==> config.mk <==
export PLATFORM = sky130hd
export DESIGN_NAME = mux_tree_pipe
export DESIGN_NICKNAME = d
export VERILOG_FILES = /design/src/rtl/mux_tree_pipe.sv
export SDC_FILE = /design/constraint.sdc
export NUM_CORES = 1
export LEC_CHECK = 0
export ABC_AREA = 1
export BUFFER_PORTS_ARGS = -buffer_cell sky130_fd_sc_hd__buf_2
export CAP_MARGIN = 20
export CORE_ASPECT_RATIO = 1.75
export CORE_UTILIZATION = 48
export CTS_CLUSTER_SIZE = 28
export DETAILED_ROUTE_END_ITERATION = 8
export PLACE_DENSITY_LB_ADDON = 0.08
export SKIP_CTS_REPAIR_TIMING = 1
export SLEW_MARGIN = 20
export SYNTH_ARGS = -nofsm -noshare
export SYNTH_HDL_FRONTEND = slang
export SYNTH_SLANG_ARGS = --single-unit
export TNS_END_PERCENT = 5
==> constraint.sdc <==
create_clock -name clk -period 2.45 [get_ports clk]
set_clock_uncertainty 0.1 [all_clocks]
set_input_delay 0.6125 -clock clk [delete_from_list [all_inputs] [get_ports clk]]
set_output_delay 0.6125 -clock clk [all_outputs]
set_load 0.05 [all_outputs]
==> src/rtl/mux_tree_pipe.sv <==
// Pipelined N:1 multiplexer tree with valid/ready flow control on both sides.
// Each tree level has its own register rank. Each stage carries the effective
// select that its item was accepted with, so a later change of sel or scan_en
// never disturbs items that are already in the pipe. A SCAN mode replaces the
// external select with an internal round-robin pointer.
module mux_tree_pipe #(
    parameter int WIDTH    = 8,
    parameter int SEL_BITS = 3
) (
    input  logic                             clk,
    input  logic                             rst,
    input  logic [(2**SEL_BITS)*WIDTH-1:0]   din,
    input  logic [SEL_BITS-1:0]              sel,
    input  logic                             scan_en,
    input  logic                             in_valid,
    output logic                             in_ready,
    output logic [WIDTH-1:0]                 dout,
    output logic [SEL_BITS-1:0]              out_sel,
    output logic                             out_valid,
    input  logic                             out_ready,
    output logic [SEL_BITS-1:0]              scan_ptr
);

    localparam int N    = 2 ** SEL_BITS;
    localparam int HALF = N / 2;

    // Stage l holds N >> (l+1) live entries. Unused upper entries stay at zero.
    logic [WIDTH-1:0]    data_r     [SEL_BITS][HALF];
    logic [WIDTH-1:0]    data_nxt_s [SEL_BITS][HALF];
    logic [SEL_BITS-1:0] sel_r      [SEL_BITS];
    logic [SEL_BITS-1:0] sel_prev_s [SEL_BITS];
    logic [SEL_BITS-1:0] valid_r;
    logic [SEL_BITS-1:0] valid_prev_s;
    // ld_s[l] : stage l may capture this cycle.
    // ld_s[SEL_BITS] is the downstream acceptance.
    logic [SEL_BITS:0]   ld_s;
    logic [SEL_BITS-1:0] esel_s;

    assign esel_s = scan_en ? scan_ptr : sel;

    // Mux network. Level 0 picks within adjacent input pairs. Level l picks
    // within adjacent pairs of stage l-1 using the select bit that stage carries.
    genvar gl, gj;
    for (gl = 0; gl < SEL_BITS; gl++) begin : g_level
        localparam int CNT = N >> (gl + 1);
        for (gj = 0; gj < HALF; gj++) begin : g_entry
            if (gj < CNT) begin : g_live
                if (gl == 0) begin : g_first
                    assign data_nxt_s[gl][gj] = esel_s[0]
                        ? din[(2*gj+1)*WIDTH +: WIDTH]
                        : din[(2*gj)*WIDTH +: WIDTH];
                end else begin : g_inner
                    assign data_nxt_s[gl][gj] = sel_r[gl-1][gl]
                        ? data_r[gl-1][2*gj+1]
                        : data_r[gl-1][2*gj];
                end
            end else begin : g_dead
                assign data_nxt_s[gl][gj] = '0;
            end
        end
    end

    // Per-stage upstream valid/select. Stage 0 is fed from the input port.
    always_comb begin
        valid_prev_s    = '0;
        valid_prev_s[0] = in_valid;
        for (int l = 0; l < SEL_BITS; l++) begin
            sel_prev_s[l] = '0;
        end
        sel_prev_s[0] = esel_s;
        for (int l = 1; l < SEL_BITS; l++) begin
            valid_prev_s[l] = valid_r[l-1];
            sel_prev_s[l]   = sel_r[l-1];
        end
    end

    // Bubble-collapsing load enables, computed from the output end backwards.
    // A stage loads when it is empty or its item moves on this cycle.
    always_comb begin
        ld_s           = '0;
        ld_s[SEL_BITS] = out_ready;
        for (int l = SEL_BITS - 1; l >= 0; l--) begin
            ld_s[l] = !valid_r[l] || ld_s[l+1];
        end
    end

    // Stage registers and the scan pointer.
    // Reset clears everything so that no pre-reset data can emerge later.
    always_ff @(posedge clk or posedge rst) begin
        if (rst) begin
            valid_r  <= '0;
            scan_ptr <= '0;
            for (int l = 0; l < SEL_BITS; l++) begin
                sel_r[l] <= '0;
                for (int j = 0; j < HALF; j++) begin
                    data_r[l][j] <= '0;
                end
            end
        end else begin
            if (in_valid && ld_s[0] && scan_en) begin
                scan_ptr <= scan_ptr + SEL_BITS'(1);
            end
            for (int l = 0; l < SEL_BITS; l++) begin
                if (ld_s[l]) begin
                    valid_r[l] <= valid_prev_s[l];
                    sel_r[l]   <= sel_prev_s[l];
                    for (int j = 0; j < HALF; j++) begin
                        data_r[l][j] <= data_nxt_s[l][j];
                    end
                end
            end
        end
    end

    assign in_ready  = ld_s[0];
    assign dout      = data_r[SEL_BITS-1][0];
    assign out_sel   = sel_r[SEL_BITS-1];
    assign out_valid = valid_r[SEL_BITS-1];

endmodule
==> results, run 1 <==
- The endpoint kind of the worst setup timing path is a primary output.
- The number of global-route vias before repair was between 2000 and 3000.
- The register-to-register setup slack is between 0.9 and 1 ns.
- The worst ir drop on vdd is 623.5 uV.
- The via-per-instance ratio is 4.642.
- Of the total power, the clock network draws 0.284.
- During placement, the flow inserted port buffers numbering between 80 and 90.
- The run finished with clean final reports.
- At the placement stage, the worst setup path has a slack of 0.5046 ns.
- CTS built an H-tree with a depth of 3.
- Entering global routing, the biggest net connects 72 pins.
- Of the total power, the share spent switching nets is 0.3664.
- The remaining antenna violation count is 0.
- At the worst endpoint, the arrival time is roughly 1.2 ns.
- Yosys attributes the largest share of cell area to sky130_fd_sc_hd__dfrtp_1 49%, sky130_fd_sc_hd__nand2_1 19%, sky130_fd_sc_hd__inv_1 9.2%.
- For this block, the via count after detailed routing is 3073.
- The wire length of the first global-routing pass is roughly 13000 um.
- For this configuration, the core starts out at a cell density of 0.4998.
- The worst relative slew slack is 0.6477.
- In the routed design, unresolved DRC markers number 0.
- The width of the chip is 67.84 um.
- The setup TNS is 0 ns.
- In this run, distinct cell masters in the synthesized netlist total 20.
- Summed over all layers, the routed wires come to approximately 7000 um.
- The number of synthesized register bits is 71.
- Clock-pin slew was measured on the worst setup and hold paths at about 0.050 ns.
- In the final layout, the share of cells above drive strength 1 is 0.2031.
- The clock net in this run drives a total of 71 sinks.
- The number of pins with negative max-slew slack in the final report came to 0.
- The part of the Yosys area used for sequential elements is 0.4880.
- The number of antenna violations at the first check in global routing is 0.
- The peak fanout along the critical path is 3.
- The library cell used most frequently in the layout, excluding fill and tap cells, is sky130_fd_sc_hd__nand2_1.
- In this run the power density over the cells is 935.1 mW/mm2.
- The site row count is 41.
- The average cell area after synthesis is 7.282 um2.
- The synthesized net count is between 500 and 600.
- The path class of the tightest hold or removal check is in -> async.
- After legalization and detailed placement, the total HPWL measured around 5200 um.
- Max-cap violations in this run came to 0.
- The worst-case reg-to-reg path depth is 5.
- The power dissipated by switching net loads is 1.479 mW.
- After the last flow step, the layout net total stands at 645.
- The top cell types in the final layout, fill and taps aside, are 180 x sky130_fd_sc_hd__nand2_1, 88 x sky130_fd_sc_hd__inv_1, 87 x sky130_fd_sc_hd__buf_2.
- STA puts the critical path data required time at 1.74 ns.
- The critical path is of the in -> out type.
- Setup repair after global routing left no endpoint under its margin.
- The beginning of the worst register-to-register path is valid_r[1]$_DFFE_PP0P_.
- The detailed-router iteration count before antenna repair is 4.
- The final RePlAce weighted congestion is 0.7993.
- The number of clock buffers added by TritonCTS is 9.
- The maximum clock insertion buffer count is 2.
- The total instance count after detailed placement is 647.
- Among all stages on the critical path, the largest delay is contributed by sky130_fd_sc_hd__buf_2.
- The antenna diode count is 0.
- After detailed routing, the average wire length per cell comes to 10.81 um.
- Yosys printed 0 warnings.
- CTS placed an instance of sky130_fd_sc_hd__clkbuf_16 at the clock tree root.
- The standard cell core area is about 0.0073 mm2.
- The post-route minimum period is 1.949 ns.
- The vertical extent of the die is 117.2 um.
- The combined global-route utilization of all metal layers is 0.2131.
- The combinational share of power is 0.297.
- The largest total area in the synthesized netlist belongs to sky130_fd_sc_hd__dfrtp_1.
- The critical path goes through buf_2 > inv_1 > nand4_2 > buf_2.
- The area overhead of the layout relative to synthesis is 18.56%.
- The non-filler instance count after layout is around 660.
- After technology mapping, the gate count stands at 500.
- Static timing analysis puts the maximum clock frequency at ~510 MHz.
- The number of endpoints failing setup at the final stage is 0.
- For this design the static power due to leakage is 2.480 nW.
- The type of origin of the critical path is a primary input.
- The die covers between 0.007 and 0.008 mm2.
- The design internal power is roughly 2.6 mW.
- 88 I/O pins were placed.
- The synthesized netlist occupies a cell area of between 0.003 and 0.004 mm2.
- The residual overflow from global routing is 0.
- The share of total power dissipated in sequential elements is 0.419.
- The share of the core filled with cells is 0.5926.
- The CTS tree is built.
- The final critical-path share of the clock period is 0.7957.
- The cell occurring most often along the worst timing path is sky130_fd_sc_hd__buf_2.
- The number of filler cells placed in the layout is around 740.
- The top-area cell type share of the netlist area is 0.4880.
- For this run, the slowest stage of the critical path takes roughly 0.26 ns.
- The final worst-path setup slack is 0.5006 ns.
- The count of final hold-check violations is 0.
- The clock insertion delay at the later pin of the skew report is around 0.33 ns.
- For the pin with the worst max-slew slack, the measured transition is 0.5285 ns.
- For this block, the initial DRC count from the detailed router was 140.
- The endpoint of the most critical register-to-register path is scan_ptr[0]$_DFFE_PP0P_.
[power groups by stage]
stage	sequential [mW]	clock, mW	combinational [mW]
2_1_floorplan	1.76	0	0.926
3_3_place_gp	1.70	0	1.19
3_5_place_dp	1.71	0	1.21
4_1_cts	1.69	1.18	1.22
5_1_grt	1.74	1.23	1.37
6_report	1.69	1.15	1.20
[worst max-delay path, delay by kind of cell]
family | cells | cell delay, ns
buffers and inverters | 3 | 0.45
and+or+nand+nor | 1 | 0.16
[area by class of cell]
cell class                 count  area [um2]  area share
clock inverter                 4       22.52    0.005217
inverter                      93       355.3     0.08232
tap                           86       107.6     0.02493
sequential                    71        1777      0.4116
clock buffer                  11       242.7     0.05623
timing repair buffer          93       505.5      0.1171
multi-input combinational    304        1306      0.3026
[through the flow]
step | power, mW | instance area, um2 | hold WS (ns)
floorplan | 2.687 | 3645 | 0.3438
finish | 4.037 | 4317 | 0.2867
CTS | 4.083 | 4317 | 0.2946
global placement | 2.892 | 4051 | 0.3582
global route | 4.334 | 4317 | 0.3138
detailed placement | 2.918 | 4051 | 0.3626
[cell families (layout without fill, tap and decap cells)]
group / count (synthesis) / in the layout / share of synthesized area
and+or+nand+nor: 246 / 246 / 0.2756
buffers and inverters: 125 / 201 / 0.1533
DFF: 71 / 71 / 0.4880
AOI/OAI and AO/OA: 57 / 57 / 0.07972
adders and majority gates: 1 / 1 / 0.003436
[synth_stat cells (all sizes together)]
library cell / n
buf: 28
ha: 1
nand3: 33
or2: 3
clkbuf: 4
clkinv: 1
dfrtp: 71
a21oi: 32
o21ai: 23
inv: 92
nand4: 4
nor2: 24
nand2: 182
o211ai: 2
[routing by layer]
metal	global-route usage	up-vias	wire [um]
li1	-	1635	-
met1	0.2583	1371	3188
met2	0.3604	60	3650
met3	0.04457	7	229
met4	0.08750	0	90
met5	0	-	0
[flip-flops by register name, indices dropped and copies added (netlist names)]
register    flops
valid_r         3
dout            8
sel_prev_s      6
scan_ptr        3
out_sel         3
data_r         48
[worst max-delay path by stage]
stage                                 from       end
finish                           out_ready  in_ready
CTS                              out_ready  in_ready
detailed placement               out_ready  in_ready
global route                     out_ready  in_ready
floorplan           valid_r[2]$_DFFE_PP0P_  in_ready
global placement                 out_ready  in_ready
(Power assumes the default switching activity.)
==> run 2: changes to the inputs <==
Settings changed: ABC_AREA 1 to 0, CORE_UTILIZATION 48 to 47.
Clock period 2.45 ns to 1.7 ns, I/O delays scaled along.
==> results, run 2 <==
- The flow ran to the end, and the final reports show no timing, DRC or antenna violations.
- The power density normalized to cell area is 1604 mW/mm2 (+72%).
- The vertical extent of the die came to 111.7 um (-4.7%).
- The endpoint kind of the worst setup timing path is a primary output.
- The detailed-router iteration count before antenna repair is 4 (unchanged).
- The number of synthesized flops with an enable pin is 0 (unchanged).
- The clock-pin slew of the registers on the worst-case setup and hold paths is 0.05 ns (about the same).
- The number of synthesized register bits is 71 (unchanged).
- The register-to-register setup slack is 0.19 ns (-0.76 ns).
- The worst relative slew slack is 0.6743 (+0.02666).
- The number of global-route vias before repair is 2276 (-22%).
- The residual overflow from global routing came to 0 (unchanged).
- The final worst-path setup slack came to 0.04411 ns (-0.4565 ns).
- The I/O pin count is 88 (unchanged).
- The final critical-path share of the clock period is 0.9741.
- The endpoint of the most critical register-to-register path is scan_ptr[1]$_DFFE_PP0P_.
- The area overhead of the layout relative to synthesis is 25.84%.
- The area taken by multi-input logic gates is 0.001284 mm2 (-1.7%).
- In the synthesized netlist the dominant register cell turns out to be sky130_fd_sc_hd__dfrtp_1.
- The effective utilization at floorplan is 0.4910 (-0.008850).
- The remaining antenna violation count is 0 (unchanged).
- The cell chosen for the clock root is sky130_fd_sc_hd__clkbuf_16.
- The number of H-tree levels was 3 (unchanged).
- The most frequently used cell type in the post-synthesis netlist is sky130_fd_sc_hd__dfrtp_1.
- The wire length of the first global-routing pass is 10310 um (-18%).
- The worst ir drop on vdd is 857.8 uV (+38%).
- For this run, the top clock speed supported by timing is 603.9 MHz.
- The tightest min-delay check is of the in -> async type.
- By count the netlist is led by 71 x sky130_fd_sc_hd__dfrtp_1, 58 x sky130_fd_sc_hd__mux2i_1, 51 x sky130_fd_sc_hd__a21oi_1, 51 x sky130_fd_sc_hd__nor2_1.
- The clock insertion delay at the later pin of the skew report was 0.32 ns (about the same).
- The via-per-instance ratio is 5.034 (+8.5%).
- The wire length after detailed routing is 6010 um (-16%).
- The number of filler cells placed in the layout came to 610 (-17%).
- The critical path starts at valid_r[1]$_DFFE_PP0P_.
- The leading cell type in the layout, fill and taps excluded is sky130_fd_sc_hd__buf_2.
- The final RePlAce weighted congestion is 0.7493 (-6.3%).
- The netlist area before placement was 0.003234 mm2 (-11%).
- The maximum clock insertion buffer count is 2 (unchanged).
- The startpoint identified for the worst register-to-register timing path is valid_r[1]$_DFFE_PP0P_.
- The total via count in the routed design is 2336 (-24%).
- The DRC violations left was 0 (unchanged).
- The detailed-route wire length on metal 1 is 2558 um (-20%).
- The area of all placed cells without fillers is 0.004070 mm2 (-5.7%).
- The slew of the pin with the lowest slew margin is 0.4885 ns (-0.04000 ns).
- The maximum number of pins on one net before global-route repair is 72 (unchanged).
- The worst path arrival time is 1.13 ns (-0.11 ns).
- Setup repair after global routing left no endpoint under its margin.
- The standard cell core area is 0.006588 mm2 (-9.6%).
- The number of sinks driven by the clock tree is 71 (unchanged).
- The worst-case reg-to-reg path depth is 5 (unchanged).
- The antenna diode count was 0 (unchanged).
- The count of final hold-check violations is 0 (unchanged).
- The worst slack on hold paths is 0.09301 ns (-0.1937 ns).
- The met3 wirelength from detailed routing is 214 um (-6.6%).
- The site row count is 39 (-4.9%).
- The library cells used most frequently in the layout, excluding fill and tap cells, are 86 x sky130_fd_sc_hd__buf_2, 71 x sky130_fd_sc_hd__dfrtp_1, 58 x sky130_fd_sc_hd__mux2i_1.
- The top-area cell type share of the netlist area came to 0.5493 (+0.06135).
- The peak fanout along the critical path is 5 (+2).
- The share of flip-flops with an asynchronous set or reset after synthesis came to 1.000 (unchanged).
- The DRC violation total after the first TritonRoute iteration is 90 (-36%).
- The part of the Yosys area used for sequential elements is 0.5493 (+0.06135).
- The count of input and output buffers is 87 (unchanged).
- The synthesized net count was 368 (-36%).
- The CTS tree is built.
- The register area is 0.001777 mm2 (unchanged).
- In the post-synthesis netlist, the biggest area contributors are sky130_fd_sc_hd__dfrtp_1 55%, sky130_fd_sc_hd__mux2i_1 18%, sky130_fd_sc_hd__a21oi_1 7.9%.
- The standby leakage power was 2.003 nW (-19%).
- The non-filler instance count after layout is 464 (-30%).
- The number of flip-flops in the largest register is 48 (unchanged).
- The routed length per instance is 12.95 um (+20%).
- The layout net count is 450 (-30%).
- The number of pins with negative max-slew slack in the final report came to 0 (unchanged).
- STA classifies the critical path startpoint as a register.
- The post-route minimum period is 1.656 ns.
- The setup slack after placement is 0.03415 ns (-0.4705 ns).
- The register name with the most flops is data_r.
- The count of warnings emitted by yosys is 0 (unchanged).
- The number of distinct library cells after synthesis came to 24 (+20%).
- The CTS buffer count came to 9 (unchanged).
- The total met2 wirelength after detailed routing is 3050 um (-16%).
- The area enclosed by the die boundary is 0.007231 mm2 (-9.1%).
- The average cell area after synthesis is 10.96 um2 (+51%).
- The data required time of the critical path is 1.17 ns (-0.57 ns).
- The number of endpoints failing setup at the final stage is 0 (unchanged).
- The combined global-route utilization of all metal layers is 0.1897 (-0.02348).
- The placed cell area is 0.003731 mm2 (-7.9%).
- The layout cell share with drive strength beyond 1 is 0.3272 (+0.1241).
- The number of cells produced by synthesis was 295 (-41%).
- The number of violations of the max-capacitance limit came to 0 (unchanged).
- The total instance count after detailed placement is 446 (-31%).
- The width of the chip is 64.71 um (-4.6%).
- The HPWL reported at the end of detailed placement is 4226 um (-18%).
- sky130_fd_sc_hd__dfrtp_1 takes more of the synthesized area than any other cell.
- The worst setup path category is reg -> out.
- The number of antenna violations at the first check in global routing was 0 (unchanged).
- The uppermost metal layer occupied by signal nets is met4.
==> run 2: metal layers <==
metal,GRT usage,up-vias
li1,-,1173
met4,0.1111,0
met5,0,-
met1,0.2344,1097
met2,0.3007,55
met3,0.03893,11
==> run 2: how the worst max path moves through the flow <==
| stage | cells after the start | end |
|---|---|---|
| detailed placement | 5 | data_r[68]$_DFFE_PP0P_ |
| global route | 3 | in_ready |
| global placement | 5 | data_r[68]$_DFFE_PP0P_ |
| floorplan | 3 | in_ready |
| finish | 3 | in_ready |
| CTS | 3 | in_ready |
==> run 2: metrics by stage <==
stage | total power [mW] | utilization | setup TNS [ns]
floorplan | 4.279 | - | -2.543
global placement | 4.645 | 0.5664 | 0
detailed placement | 4.692 | 0.5664 | 0
CTS | 6.607 | 0.6135 | -0.1298
global route | 6.904 | 0.6179 | 0
finish | 6.530 | 0.6179 | 0
==> run 2: where the power goes <==
part	switching [mW]	total, mW	internal [mW]
sequential	0.332	2.56	2.23
combinational	1.26	2.08	0.820
clock	0.638	1.89	1.25
==> run 2: worst max-delay path, cell delays in order, from the launching register on <==
cell                       delay, ns
sky130_fd_sc_hd__dfrtp_1        0.40
sky130_fd_sc_hd__nand4b_1       0.13
sky130_fd_sc_hd__buf_6          0.14
sky130_fd_sc_hd__buf_8          0.14
==> run 2: cell families (layout without fill, tap and decap cells) <==
kind of cell / Yosys count / count (layout) / share of synthesized area
mux: 66 / 66 / 0.2108
compound gates: 59 / 59 / 0.09129
fa+ha+maj: 1 / 1 / 0.003868
buf+inv: 29 / 116 / 0.05377
flops: 71 / 71 / 0.5493
simple gates: 67 / 67 / 0.08550
xor+xnor: 2 / 2 / 0.005417
==> run 2: final cells by class <==
cell class / instances / area share
Clock buffer: 13 / 0.06640
Clock inverter: 3 / 0.009837
Inverter: 1 / 0.001844
Multi-Input combinational cell: 195 / 0.3154
Sequential cell: 71 / 0.4365
Tap cell: 82 / 0.02521
Timing Repair Buffer: 99 / 0.1448
==> run 3: changes to the inputs <==
Settings changed: RECOVER_POWER from default to 25.
==> results, run 3 (synthesis results as in run 2) <==
- The peak fanout along the critical path is 5 (unchanged).
- The worst path arrival time is 1.13 ns (about the same).
- The global routing stage identified its most utilized layer as met2.
- The type of origin of the critical path is a register.
- The total via count in the routed design is 2335 (-0.043%).
- The maximum clock rate is 604.0 MHz (about the same).
- The DRC violations left was 0 (unchanged).
- The count of final hold-check violations is 0 (unchanged).
- The worst slack on hold paths is 0.2230 ns (+0.1300 ns).
- The power dissipated by switching net loads is 2.231 mW (about the same).
- The number of pins with negative max-slew slack in the final report is 0 (unchanged).
- Counting flops per register, the top entry is data_r.
- The residual overflow from global routing came to 0 (unchanged).
- The maximum number of pins on one net before global-route repair is 72 (unchanged).
- The met2 track demand over resource in global routing is 0.3007 (unchanged).
- The delay of the slowest critical-path stage is 0.40 ns (about the same).
- The via-per-instance ratio is 5.032 (about the same).
- The combinational share of power is 0.318 (about the same).
- The DRC violation total after the first TritonRoute iteration is 91 (+1.1%).
- The clock-pin slew of the registers on the worst-case setup and hold paths is 0.05 ns (about the same).
- The number of violations of the max-capacitance limit came to 0 (unchanged).
- The layout cell share with drive strength beyond 1 was 0.3246 (-0.002618).
- The critical path is of the reg -> out type.
- Walking the worst path, the cells encountered are nand4b_1 > buf_6 > buf_8.
- The type of the most critical hold path is in -> reg.
- The I/O pin count is 88 (unchanged).
- Setup repair after global routing left no endpoint under its margin.
- The number of endpoints failing setup at the final stage is 0 (unchanged).
- The worst ir drop on vdd is 857.7 uV (about the same).
- The design internal power is 4.294 mW (about the same).
- The wire length after detailed routing is 6012 um (about the same).
- The maximum clock insertion buffer count is 2 (unchanged).
- The remaining antenna violation count is 0 (unchanged).
- The CTS tree is built.
- The site row count came to 39 (unchanged).
- The area overhead of the layout relative to synthesis is 25.42%.
- The layout net count is 450 (unchanged).
- The routed length per instance is 12.96 um (about the same).
- The clock insertion delay at the later pin of the skew report is 0.32 ns (about the same).
- The area enclosed by the die boundary is 0.007231 mm2 (unchanged).
- The worst relative slew slack is 0.3742 (-0.3001).
- The number of flip-flops in the largest register is 48 (unchanged).
- The setup slack after placement is 0.03415 ns (unchanged).
- The leading cell type in the layout, fill and taps excluded is sky130_fd_sc_hd__buf_2.
- The power density normalized to cell area is 1609 mW/mm2 (+0.26%).
- The HPWL reported at the end of detailed placement was 4226 um (unchanged).
- The met3 usage is 0.03893 (unchanged).
- The number of sinks driven by the clock tree is 71 (unchanged).
- The cell chosen for the clock root is sky130_fd_sc_hd__clkbuf_16.
- The antenna diode count is 0 (unchanged).
- The wire length of the first global-routing pass is 10310 um (unchanged).
- The count of input and output buffers is 87 (unchanged).
- The standard cell core area is 0.006588 mm2 (unchanged).
- The switching power as a share of total power is 0.3419 (about the same).
- The standby leakage power was 1.996 nW (-0.38%).
- The final RePlAce weighted congestion was 0.7493 (unchanged).
- The met1 track demand over resource came to 0.2344 (unchanged).
- The width of the chip is 64.71 um (unchanged).
- The number of H-tree levels is 3 (unchanged).
- The setup TNS was 0 ns (unchanged).
- The number of global-route vias before repair came to 2276 (unchanged).
- The library cell contributing the largest single delay on the critical path is sky130_fd_sc_hd__dfrtp_1.
- The share of total power in sequential cells is 0.392 (about the same).
- The vertical extent of the die was 111.7 um (unchanged).
- The effective utilization at floorplan came to 0.4910 (unchanged).
- The endpoint kind of the worst setup timing path is a primary output.
- The clock power share is 0.289 (about the same).
- The slew of the pin with the lowest slew margin came to 0.9387 ns (+0.4501 ns).
- The detailed-router iteration count before antenna repair is 4 (unchanged).
- The post-route minimum period came to 1.656 ns (-0.0001370 ns).
- The data required time of the critical path is 1.17 ns (about the same).
- The number of antenna violations at the first check in global routing is 0 (unchanged).
- The run finished with clean final reports.
- The combined global-route utilization of all metal layers is 0.1897 (unchanged).
- The CTS buffer count was 9 (unchanged).
- In the layout the commonest cells are 85 x sky130_fd_sc_hd__buf_2, 71 x sky130_fd_sc_hd__dfrtp_1, 58 x sky130_fd_sc_hd__mux2i_1.
- The final worst-path setup slack is 0.04425 ns (+0.0001370 ns).
- The final critical-path share of the clock period was 0.9740 (about the same).
[run 3: cell count changes in the layout (fill, tap and decap cells not counted)]
| cell | delta |
|---|---|
| sky130_fd_sc_hd__clkbuf_1 | +1 |
| sky130_fd_sc_hd__buf_12 | -1 |
| sky130_fd_sc_hd__clkbuf_4 | +1 |
| sky130_fd_sc_hd__buf_2 | -1 |
[run 3: routing by layer]
layer  part of all wire  vias up
li1                   -     1174
met1               0.43     1095
met2               0.51       55
met3              0.036       11
met4              0.031        0
met5                  0        -
[run 3: cell type report]
| class | instances | area, um2 |
|---|---|---|
| clock buffers | 13 | 270.3 |
| clock inverters | 3 | 40.04 |
| fillers | 612 | 2531 |
| inverters | 1 | 7.507 |
| multi-input cells | 195 | 1284 |
| flip-flops and latches | 71 | 1777 |
| well taps | 82 | 102.6 |
| repair buffers | 99 | 575.6 |
[run 3: through the flow]
stage | std cells | area (um2) | power [mW] | util
floorplan | 295 | 3238 | 4.279 | -
global placement | 446 | 3731 | 4.645 | 0.5664
detailed placement | 446 | 3731 | 4.692 | 0.5664
CTS | 462 | 4041 | 6.607 | 0.6135
global route | 464 | 4056 | 6.899 | 0.6158
finish | 464 | 4056 | 6.525 | 0.6158
[run 3: path summary, 6_finish.rpt]
| path | depth (start not counted) | end | startpoint | slack (ns) |
|---|---|---|---|---|
| setup reg to reg | 5 | scan_ptr[1]$_DFFE_PP0P_ | valid_r[1]$_DFFE_PP0P_ | 0.19 |
| setup / recovery | 3 | in_ready | valid_r[1]$_DFFE_PP0P_ | 0.04 |
| hold / removal | 2 | valid_r[0]$_DFFE_PP0P_ | in_valid | 0.22 |
| hold reg to reg | 1 | valid_r[1]$_DFFE_PP0P_ | valid_r[0]$_DFFE_PP0P_ | 0.37 |
| max in group asynchronous | 3 | data_r[73]$_DFFE_PP0P_ | rst | 0.56 |
| min in group asynchronous | 3 | valid_r[2]$_DFFE_PP0P_ | rst | 0.32 |
[run 3: critical path, delay by kind of cell, from the launching register on]
kind                   cells  cell delay (ns)
and+or+nand+nor            1             0.13
buffers and inverters      2             0.28
DFF                        1             0.40
[run 3: power groups by stage]
stage | logic (mW) | clock network [mW] | registers (mW)
2_1_floorplan | 1.54 | 0 | 2.73
3_3_place_gp | 2.07 | 0 | 2.58
3_5_place_dp | 2.09 | 0 | 2.60
4_1_cts | 2.10 | 1.94 | 2.57
5_1_grt | 2.26 | 2.00 | 2.64
6_report | 2.08 | 1.89 | 2.56
